### config.mk
export PLATFORM = sky130hd
export DESIGN_NAME = bus_slave_responder
export DESIGN_NICKNAME = d
export VERILOG_FILES = /design/src/rtl/bus_slave_responder.sv
export SDC_FILE = /design/constraint.sdc
export NUM_CORES = 1
export LEC_CHECK = 0
export BUFFER_PORTS_ARGS = -buffer_cell sky130_fd_sc_hd__buf_2
export CELL_PAD_IN_SITES_DETAIL_PLACEMENT = 1
export CELL_PAD_IN_SITES_GLOBAL_PLACEMENT = 2
export CORE_ASPECT_RATIO = 1.4
export CORE_MARGIN = 3
export CORE_UTILIZATION = 37
export DETAILED_ROUTE_END_ITERATION = 12
export PLACE_DENSITY_LB_ADDON = 0.1
export SETUP_SLACK_MARGIN = 0.3
export SLEW_MARGIN = 20
export SYNTH_ARGS = -nofsm -noshare
export SYNTH_HDL_FRONTEND = slang
export SYNTH_SLANG_ARGS = --single-unit
### constraint.sdc
create_clock -name clk -period 6.4 [get_ports clk]
set_input_delay 0.96 -clock clk [delete_from_list [all_inputs] [get_ports clk]]
set_output_delay 0.96 -clock clk [all_outputs]
set_load 0.05 [all_outputs]
### src/rtl/bus_slave_responder.sv
// rtl/bus_slave_responder.sv - shared-bus slave responder with wait states and a local register file
module bus_slave_responder #(
  parameter int                ADDR_W   = 4,
  parameter int                DATA_W   = 32,
  parameter int                WAIT_CYC = 2,
  parameter logic [DATA_W-1:0] ID_VAL   = 32'h0000_5A01
) (
  input  logic              clk,
  input  logic              rst_n,
  input  logic              sel,
  input  logic              valid,
  input  logic              we,
  input  logic [ADDR_W-1:0] addr,
  input  logic [DATA_W-1:0] wdata,
  output logic              ack,
  output logic              err,
  output logic [DATA_W-1:0] rdata,
  output logic              busy
);

  localparam int         DEPTH   = 2 ** ADDR_W;
  localparam logic [3:0] LP_WAIT = 4'(WAIT_CYC);

  typedef enum logic [1:0] {
    S_IDLE = 2'd0,
    S_WAIT = 2'd1,
    S_ACK  = 2'd2,
    S_DONE = 2'd3
  } state_t;

  state_t              r_state;
  state_t              w_next;
  logic [3:0]          r_cnt;
  logic                r_we;
  logic [ADDR_W-1:0]   r_addr;
  logic [DATA_W-1:0]   r_wdata;
  logic [DATA_W-1:0]   r_mem [DEPTH];
  logic                r_ack;
  logic                r_err;
  logic [DATA_W-1:0]   r_rdata;
  logic                w_busy;

  logic                w_start;
  logic                w_commit;
  logic                w_cmd_we;
  logic [ADDR_W-1:0]   w_cmd_addr;
  logic [DATA_W-1:0]   w_cmd_wdata;
  logic                w_cmd_is_id;

  // A command is accepted only from IDLE and only when this slave is selected.
  assign w_start  = (r_state == S_IDLE) && sel && valid;

  // The commit happens on the edge that enters ACK, from either IDLE or WAIT.
  assign w_commit = (r_state != S_ACK) && (w_next == S_ACK);

  // With zero wait states the commit coincides with capture, so use the live bus.
  assign w_cmd_we    = (r_state == S_IDLE) ? we    : r_we;
  assign w_cmd_addr  = (r_state == S_IDLE) ? addr  : r_addr;
  assign w_cmd_wdata = (r_state == S_IDLE) ? wdata : r_wdata;
  assign w_cmd_is_id = (w_cmd_addr == '0);

  // State register.
  always_ff @(posedge clk or negedge rst_n) begin
    if (!rst_n) begin
      r_state <= S_IDLE;
    end else begin
      r_state <= w_next;
    end
  end

  // Next-state logic; DONE waits for the master to withdraw so a held valid is serviced once.
  always_comb begin
    w_next = r_state;
    case (r_state)
      S_IDLE: begin
        if (w_start) begin
          w_next = (LP_WAIT == 4'd0) ? S_ACK : S_WAIT;
        end
      end
      S_WAIT: begin
        if (r_cnt <= 4'd1) begin
          w_next = S_ACK;
        end
      end
      S_ACK:  w_next = S_DONE;
      S_DONE: begin
        if (!valid || !sel) begin
          w_next = S_IDLE;
        end
      end
      default: w_next = S_IDLE;
    endcase
  end

  // Output decode from state.
  always_comb begin
    w_busy = 1'b0;
    if (r_state != S_IDLE) begin
      w_busy = 1'b1;
    end
  end

  // Command capture and wait-state countdown; later bus changes are ignored.
  always_ff @(posedge clk or negedge rst_n) begin
    if (!rst_n) begin
      r_cnt   <= 4'd0;
      r_we    <= 1'b0;
      r_addr  <= '0;
      r_wdata <= '0;
    end else if (w_start) begin
      r_cnt   <= LP_WAIT;
      r_we    <= we;
      r_addr  <= addr;
      r_wdata <= wdata;
    end else if (r_state == S_WAIT) begin
      r_cnt <= r_cnt - 4'd1;
    end
  end

  // Register file; word 0 is the read-only ID and is never written.
  always_ff @(posedge clk or negedge rst_n) begin
    if (!rst_n) begin
      for (int i = 0; i < DEPTH; i++) begin
        r_mem[i] <= '0;
      end
    end else if (w_commit && w_cmd_we && !w_cmd_is_id) begin
      r_mem[w_cmd_addr] <= w_cmd_wdata;
    end
  end

  // Response registers: one-cycle ack, err on ID writes, read data held after ack.
  always_ff @(posedge clk or negedge rst_n) begin
    if (!rst_n) begin
      r_ack   <= 1'b0;
      r_err   <= 1'b0;
      r_rdata <= '0;
    end else begin
      r_ack <= w_commit;
      r_err <= w_commit && w_cmd_we && w_cmd_is_id;
      if (w_commit && !w_cmd_we) begin
        r_rdata <= w_cmd_is_id ? ID_VAL : r_mem[w_cmd_addr];
      end
    end
  end

  assign ack   = r_ack;
  assign err   = r_err;
  assign rdata = r_rdata;
  assign busy  = w_busy;

endmodule
# After elaboration in Yosys (flattened, before gate mapping)
# Cells that the tools add are included.
# op_classes
add_sub_neg	1
n_lt_le_gt_ge	3
n_eq_ne	5
muxes	17
n_bitwise	1
reduce_logical	17
# op_table
op	count
$bwmux 512	1
$mux 32	5
$bmux 32 s4	1
$demux 32 s4	1
$mux 4	3
$logic_and 1x1->1	8
$pmux 2 s4	1
$eq 2x2->1 const B	3
$mux 2	3
$ge 5x5->1 const B	1
$lt 5x1->1 const B	1
$not 4->5	1
$le 4x1->1 const B	1
$logic_not 1->1	4
$logic_not 4->1	1
$reduce_bool 2->1	2
$sub 4x1->4 const B	1
$eq 2x1->1 const B	1
$logic_not 2->1	1
$mux 1	2
$ne 2x2->1 const B	1
$logic_or 1x1->1	1
# totals
register_bits	589
input_bits	41
out_inout_bits	35
wordCells	68

# Depth between registers and ports, before layout
# Gate-level depths: netlist of run 1.
# logic_depth
depth_word	9
mapped_depth	11
ltp_nobuf	8

# Least setup slack after synthesis of run 1
# Ideal clock, no wire load.
# synth_path
path_type	input to register
startpoint	in addr[1]
endpoint	reg r_mem[337] in the netlist's numbering
setup_time_ps	132
t_arrival_ps	2638
t_required_ps	6268
setup_slack_ps	3630
path_stages	8
n_path_buf	3
cell_sequence	or4b_2 -> o21a_1 -> buf_2 -> or3_1 -> buf_2 -> buf_4 -> nand2_1 -> o21ai_1
# synth_between
elab_chain_cells	7
elab_cells_between_ends	11
cone_classes	order compare: 2; mux: 4; bitwise: 1; reduce/logical: 4
# synth_lines
item	line_no	source
start, declared	13	input logic [ADDR_W-1:0] addr,
$mux 4 *	58	assign w_cmd_addr = (r_state == S_IDLE) ? addr : r_addr;
$not 4->5 (implied by the code)	127	r_mem[w_cmd_addr] <= w_cmd_wdata;
$ge 5x5->1 (implied by the code) / $lt 5x1->1 (equally long branches)	127	
$logic_and 1x1->1 (implied by the code)	127	
$mux 32 (implied by the code)	127	
$demux 32 s4	127	
$bwmux 512	127	
end signal, assigned by index	127	
end, declared	37	logic [DATA_W-1:0] r_mem [DEPTH];
# Mark *: on every way between the ends. The rest lies on a longest branch, timed or not.
# A chain may end at the register's enable or synchronous reset.

# Final worst setup path of run 1
# layout_path
startpoint	reg r_state[0]
endpoint	reg r_mem[319] in the netlist's numbering
# layout_between
elab_chain_cells	9
elab_cells_between_ends	27
cone_classes	order compare: 2; eq/ne: 5; mux: 10; bitwise: 1; reduce/logical: 9
# layout_lines
item	line_no	source
start, declared	31	state_t r_state;
start signal, assigned	67	r_state <= w_next;
parallel branches: the longest is 9 deep, another holds $ge 5x5->1	-	
# Parallel ways; which one is timed is not known.

==> results of run 1 <==
per-stage QoR:
step | hold WS [ns] | power, mW | cell area [um^2] | instances | util
after floorplan | 0.429 | 8.75 | 24100 | 2473 | -
after global placement | 0.365 | 10.9 | 24800 | 3193 | 0.385
after detailed placement | 0.367 | 11.1 | 24800 | 3193 | 0.385
after CTS | 0.381 | 14.7 | 26800 | 3303 | 0.416
after global routing | 0.389 | 15.5 | 26900 | 3305 | 0.417
final | 0.380 | 14.5 | 26900 | 3305 | 0.417
Yosys cell counts (3+ instances only):
library cell,count,share of area
sky130_fd_sc_hd__clkbuf_1,134,0.021
sky130_fd_sc_hd__o21ai_1,282,0.059
sky130_fd_sc_hd__buf_6,36,0.017
sky130_fd_sc_hd__o21a_1,3,0.00094
sky130_fd_sc_hd__o32a_1,5,0.0021
sky130_fd_sc_hd__nand2b_1,4,0.0010
sky130_fd_sc_hd__nand4_1,27,0.0070
sky130_fd_sc_hd__o22ai_1,219,0.057
sky130_fd_sc_hd__buf_2,41,0.0085
sky130_fd_sc_hd__or3_1,12,0.0031
sky130_fd_sc_hd__inv_1,4,0.00062
sky130_fd_sc_hd__o21ai_0,346,0.072
sky130_fd_sc_hd__dfrtp_1,582,0.60
sky130_fd_sc_hd__mux2i_1,32,0.013
sky130_fd_sc_hd__buf_1,20,0.0031
sky130_fd_sc_hd__a22o_1,21,0.0076
sky130_fd_sc_hd__buf_4,16,0.0050
sky130_fd_sc_hd__nand2_1,627,0.098
sky130_fd_sc_hd__nor2_1,8,0.0012
sky130_fd_sc_hd__nor3b_1,4,0.0012
sky130_fd_sc_hd__a221oi_1,20,0.0073
state kept, by name, summed over array words and instances, names as in the netlist:
register and cells:
err 1, r_state 2, r_mem 505, r_cnt 4
r_wdata 32, ack 1, r_addr 4, r_we 1
rdata 32
worst register-to-register path: stages, from the launching register on:
cell,delay [ns]
sky130_fd_sc_hd__dfrtp_1,0.47
sky130_fd_sc_hd__nor2_1,0.20
sky130_fd_sc_hd__buf_4,0.26
sky130_fd_sc_hd__o21a_4,0.73
sky130_fd_sc_hd__buf_4,0.89
sky130_fd_sc_hd__or3_2,0.29
sky130_fd_sc_hd__buf_4,0.65
sky130_fd_sc_hd__o21ai_0,0.25
path summary, 6_finish.rpt:
check	slack, ns	end	from	cells after the start
hold reg to reg	0.38	r_mem[495]$_DFFE_PN0P_	r_mem[495]$_DFFE_PN0P_	0
setup / recovery	2.49	r_mem[319]$_DFFE_PN0P_	r_state[0]$_DFF_PN0_	7
max in group asynchronous	4.46	r_mem[240]$_DFFE_PN0P_	rst_n	3
setup reg to reg	2.49	r_mem[319]$_DFFE_PN0P_	r_state[0]$_DFF_PN0_	7
min in group asynchronous	0.39	r_mem[371]$_DFFE_PN0P_	rst_n	1
hold / removal	0.38	r_mem[495]$_DFFE_PN0P_	r_mem[495]$_DFFE_PN0P_	0
per-layer routing:
| metal | part of all wire | wire length (um) |
|---|---|---|
| met3 | 0.025 | 2040 |
| met1 | 0.43 | 34100 |
| met5 | 0 | 0 |
| met4 | 0.023 | 1870 |
| met2 | 0.53 | 42100 |
layout make-up:
cell class | instances | area (um^2)
inverter | 5 | 18.8
tap | 840 | 1050
clock buffer | 97 | 1860
timing repair buffer | 129 | 868
sequential | 582 | 14600
clock inverter | 13 | 121
fill | 7194 | 37600
multi-input combinational | 1639 | 8370
power by group:
part / internal (mW) / switching [mW]
registers: 4.77 / 0.657
logic: 1.65 / 3.88
clock network: 2.06 / 1.51
total: 8.48 / 6.04
kinds of logic after synthesis:
family / synth area share
xor+xnor: 0.000364
flops: 0.605
fa+ha+maj: 0.00104
simple gates: 0.116
buf+inv: 0.0551
compound gates: 0.209
mux: 0.0138
==> results.md, run 1 <==
- The run finished with clean final reports.
- The weighted congestion reported at the end of routability-driven placement is 0.756.
- The fraction of final layout cells sized beyond drive strength 1 is 0.110.
- Yosys mapped a number of flops with a built-in enable equal to 0.
- The floorplan step set the die height to 308 um.
- Setup repair after global routing left no endpoint under its margin.
- The clock latency reported for the late side of the worst-skew pair is 0.63 ns.
- The overall fraction of global-route tracks in use is 0.236.
- The number of nets in the synthesized netlist is 2516.
- The number of max-slew violations in the final report is 0.
- The post-CTS resize count is 0.
- The HPWL after detailed placement is 46200 um.
- The most numerous cell type found on the critical path is sky130_fd_sc_hd__buf_4.
- The worst path arrival time is 4.37 ns.
- In the final timing run, aggregate negative setup slack is 0 ns.
- The max capacitance violation total is 0.
- For met1 alone, demand over resource in global routing was 0.294.
- Port buffering added 75 buffers.
- The first global-routing pass estimated 125000 um of wire.
- The number of antenna diodes is 0.
- The number of nets at the end of the flow is 2461.
- Of all flip-flops after synthesis, the portion carrying an async set or reset was 1.00.
- The clock tree from TritonCTS is yes.
- The dominant delay contributor by cell family on the critical path is buffers and inverters.
- The number of global-route vias before repair is 19900.
- The met2 routing resource usage after global routing is 0.440.
- The buffer and inverter count on the worst path is 3.
- The worst setup path is launched from a flop.
- The ratio of final minimum period to clock period is 0.610.
- The final-report hold violation count is 0.
- In this run the tightest slew margin relative to its limit is 0.279.
- From left edge to right edge, the die measures 222 um.
- After floorplanning, the core was sized to cover 0.0644 mm^2.
- At the pin with the least slew margin, the transition time is 1.06 ns.
- The average cell area after synthesis is 9.74 um^2.
- Counting every instance in the synthesized netlist gives 2473.
- The number of antenna violations at the first check in global routing is 1.
- In this run the clock root is driven by a sky130_fd_sc_hd__clkbuf_16.
- Setup violations remaining at the end of the flow were counted as 0.
- Leaving out fill and tap cells, the most frequent cell in the layout is sky130_fd_sc_hd__nand2_1.
- The synthesized flop and latch total is 582.
- The sink count of the clock tree is 582.
- The final wirelength is 80100 um.
- The via count normalized by instance count is 5.57.
- The sequential share of the synthesized area is 0.605.
- The layout overhead on the synthesized area is 11.5%.
- The count of nets left with antenna violations once routing finished came out at 0.
- In this run the worst path has a maximum fanout of 64.
- The category of the critical setup timing path is flop to flop.
- The met3 track demand over resource is 0.0242.
- During synthesis, Yosys emitted a total of 0 warnings.
- The most used flip-flop cell after synthesis is sky130_fd_sc_hd__dfrtp_1.
- STA classifies the critical path endpoint as a flop.
- Global routing finished with a remaining overflow of 0.
- The largest individual stage delay along the critical path comes from the cell sky130_fd_sc_hd__buf_4.
- The DRC violation count after routing is 0.
- The clock edge transition at the registers on the reported setup and hold paths is 0.06 ns.
- OpenSTA, run right after detailed placement, puts the worst setup slack at 2.14 ns.
- The number of levels the H-tree was split into is 2.
- The number of buffers between clock root and the deepest sink is 3.
- The effective utilization at floorplan is 0.374.
- The worst min-delay path class is flop to flop.
- Entering global routing, the biggest net connects 176 pins.
- Leaving out fill and tap cells, the most frequent cells in the layout are sky130_fd_sc_hd__nand2_1 (623), sky130_fd_sc_hd__dfrtp_1 (582), sky130_fd_sc_hd__o21ai_0 (343).
- For this run, the top clock speed supported by timing is 0.256 GHz.
- The detailed router finished its first iteration with 853 violations.
- The pre-antenna-repair detailed-routing pass consisted of 5 iterations.
- The most used routing layer in global routing is met2.
- After detailed routing, the average wire length per cell comes to 24.2 um.
- Counting the buffers created by CTS gives 61.
- The total number of vias is 18400.
- Pin placement for this block handled 76 I/O pins.
- The worst-case vdd ir drop is 0.000300 V.
- The signal on the critical path passes through nor2_1 -> buf_4 -> o21a_4 -> buf_4 -> or3_2 -> buf_4 -> o21ai_0.
- The number of buffers added for setup after CTS is 0.
- The die outline area is 0.0682 mm^2.
- The distinct cell type count of the synthesized netlist is 41.
- The minimum period implied by the final worst setup slack is 3.91 ns.
- The mapped cell area is 0.0241 mm^2.
- The cell area power density is 541 mW/mm^2.
- The leakage power summed over all cells is 12.1 nW.
- After clock tree synthesis, the flow added hold-fix buffers numbering 0.
- Between clock sinks in the finished design, the worst skew comes to 0.0229 ns.
- For the worst setup path, the data required time is 6.86 ns.
- The largest stage delay on the critical path is 0.81 ns.
- The number of placement rows is 110.
- The final worst-path setup slack is 2.49 ns.
Power figures use the tool's default switching activity.
==> run 2, diff against run 1 <==
Clock period 6.4 ns to 3.9 ns, I/O delays scaled along.
==> run 2 against run 1 <==
Net effect: utilization rose by 0.50 points; clock skew barely moved; clock power rose by 69%; cell area rose by 1.2%; sequential power rose by 64%; critical endpoint is now rdata[6]$_DFFE_PN0P_; worst hold slack got worse by 0.24 ns; via count rose by 0.35%; combinational power rose by 68%; die area did not move; critical path depth rose by 1; wire length barely moved; first-iteration DRC count rose by 1.8%.
==> results.md, run 2 (synthesis results as in run 1) <==
- The worst setup path is launched from a flop.
- The most common library cell in the layout ignoring fill and taps is sky130_fd_sc_hd__nand2_1.
- In this run the count of I/O pins placed on the die edge is 76.
- Port buffering added 75 buffers.
- Across all layers, the routed design uses 18500 vias.
- Of the total power, combinational logic draws 0.384.
- Clock latency on the worst-skew pair, taken at its later pin, is 0.65 ns.
- The cell type of the slowest stage on the worst timing path is sky130_fd_sc_hd__buf_4.
- The met2 routing resource usage after global routing is 0.418.
- At the worst endpoint, the required time is 4.44 ns.
- met2 is the most crowded layer.
- Routability-driven placement finished with a final weighted congestion of 0.752.
- Dividing the detail-routed wire length by the instance count gives 24.0 um.
- The number of max-slew violations in the final report is 0.
- The share of total power in sequential cells is 0.367.
- After detailed routing, the number of vias per cell comes to 5.53.
- In the global route stage, met1 resource usage came out at 0.302.
- The final-report hold violation count came to 0.
- The clock tree from TritonCTS is yes.
- For this configuration, the core starts out at a cell density of 0.374.
- For this design, the sink count on the clock tree is 582.
- Entering global routing, the biggest net connects 135 pins.
- Traced cell by cell, the critical path runs through nor2_1 -> buf_4 -> o21a_4 -> buf_4 -> o22ai_1 -> o21ai_0 -> nand4_1 -> o21ai_0.
- The flow ran to the end, and the final reports show no timing, DRC or antenna violations.
- The setup path with the least slack is of type flop to flop.
- The ratio of final minimum period to clock period is 0.792.
- Of the total power, the share spent switching nets is 0.415.
- The worst hold path was traced through 3 stages.
- The register with the most flip-flops is r_mem.
- IR analysis of the VDD net gives a maximum drop of 0.000581 V.
- Global routing finished with a remaining overflow of 0.
- The cell area power density is 890 mW/mm^2.
- The number of nets at the end of the flow is 2492.
- The worst min-delay path class is input port to flop.
- The first global-routing pass estimated 124000 um of wire.
- The register with the most flip-flops in the layout has 505 of them.
- The layout overhead on the synthesized area is 12.9%.
- The detail route stage leaves a number of antenna-violating nets equal to 0.
- The HPWL after detailed placement is 47000 um.
- The die is 222 um wide.
- In this run the tightest slew margin relative to its limit is 0.346.
- The cell at the root of the clock tree is sky130_fd_sc_hd__clkbuf_16.
- The final wirelength is 80100 um.
- The final-layout setup total negative slack is 0 ns.
- The standard cell core area is 0.0644 mm^2.
- For met3 alone, demand over resource in global routing was 0.0282.
- The overall die height is 308 um.
- Setup repair after global routing left no endpoint under its margin.
- The maximum net fanout on the critical path is 30.
- The number of global-route vias before repair is 19800.
- For this run, design rule violations remaining after detail routing come to 0.
- The share of total power dissipated in the clock network is 0.249.
- The floorplan step defined a die boundary enclosing 0.0682 mm^2.
- The internal portion of the total power is 14.1 mW.
- The number of antenna violations at the first check in global routing is 0.
- The highest attainable clock frequency is 0.324 GHz.
- The number of buffers between clock root and the deepest sink is 3.
- After clock tree synthesis, the clock-pin slew on the worst setup and hold paths is 0.06 ns.
- The worst register-to-register path has a depth of 8.
- The number of placement rows is 110.
- The clock period could shrink to 3.09 ns.
- The top cell types in the final layout, fill and taps aside, are sky130_fd_sc_hd__nand2_1 (623), sky130_fd_sc_hd__dfrtp_1 (582), sky130_fd_sc_hd__o21ai_0 (343).
- The number of DRC violations after detailed-routing iteration 0 is 868.
- For this run, the total global-route usage over all layers was measured as 0.235.
- The fill cell total of the finished layout is 7190.
- Of the cells placed in the final design, the portion with a size suffix greater than 1 is 0.116.
- Between clock sinks in the finished design, the worst skew comes to 0.0229 ns.
- The max capacitance violation total is 0.
- The transition time at the pin with the least slew margin is 0.981 ns.
- The setup-violating endpoint count in the final report is 0.
- At the worst endpoint, the arrival time is 3.63 ns.
- The worst setup path is captured at a flop.
- The number of CTS-inserted buffers is 61.
- The utilization of the core after routing is 0.422.
- For this run, the slowest stage of the critical path takes 0.47 ns.
- The final worst hold slack is 0.143 ns.
- The leakage power summed over all cells is 12.4 nW.
- The number of search-and-repair iterations in the first detailed-routing pass is 5.
- The number of levels the H-tree was split into is 2.
- The switching power is 10.0 mW.
-- run 2: cell types whose count changed in the layout (fill, tap and decap cells not counted), sizes merged --
cell         before  now
dlygate4sd3       0    1
diode             0    1
bufinv            2    3
clkinv            9   11
buf             129  159
-- run 2: critical path: cells and delay by family (launching register included) --
family          cells  cell delay [ns]
compound gates      4             1.12
buf+inv             2             0.75
simple gates        2             0.60
flops               1             0.45
-- run 2: metrics by stage --
step	instances	power [mW]	setup slack [ns]	cell area, um^2
finish	3340	24.2	0.810	27200
global route	3339	25.7	0.621	27200
floorplan	2473	14.4	1.50	24100
CTS	3339	24.5	0.815	27200
detailed placement	3225	18.4	0.796	25100
global placement	3225	18.1	0.845	25100
-- run 2: repair_timing --
action | in CTS | in global routing
endpoints found under the hold margin | 27 | 0
resized for setup | 0 | 0
hold buffers | 1 | 0
buffers inserted | 0 | 0
-- run 2: cell type report --
type	instances	area, um^2	share of cell area
sequential	582	14600	0.536
multi-input combinational	1639	8270	0.304
clock buffer	97	1890	0.0697
timing repair buffer	160	1210	0.0447
tap	840	1050	0.0387
clock inverter	16	161	0.00594
inverter	5	18.8	0.000691
antenna	1	2.50	0.0000921
-- run 2: worst paths after layout --
kind | from | to | slack [ns]
max | r_state[1]$_DFF_PN0_ | rdata[6]$_DFFE_PN0P_ | 0.81
min | wdata[19] | r_wdata[19]$_DFFE_PN0P_ | 0.14
max reg2reg | r_state[1]$_DFF_PN0_ | rdata[6]$_DFFE_PN0P_ | 0.81
min reg2reg | r_mem[494]$_DFFE_PN0P_ | r_mem[494]$_DFFE_PN0P_ | 0.38
max in group asynchronous | rst_n | r_mem[360]$_DFFE_PN0P_ | 2.35
min in group asynchronous | rst_n | r_mem[473]$_DFFE_PN0P_ | 0.42
-- run 2: per-layer routing --
metal,wire length (um),up-vias
met3,2200,111
li1,-,8623
met2,40400,253
met4,2360,0
met5,0,-
met1,35200,9497
-- run 2: power groups by stage --
stage	Sequential (mW)	Combinational (mW)	Clock [mW]
finish	8.87	9.28	6.03
global route	9.10	10.2	6.42
CTS	8.87	9.43	6.18
detailed placement	8.97	9.40	0
floorplan	9.16	5.20	0
global placement	8.86	9.25	0
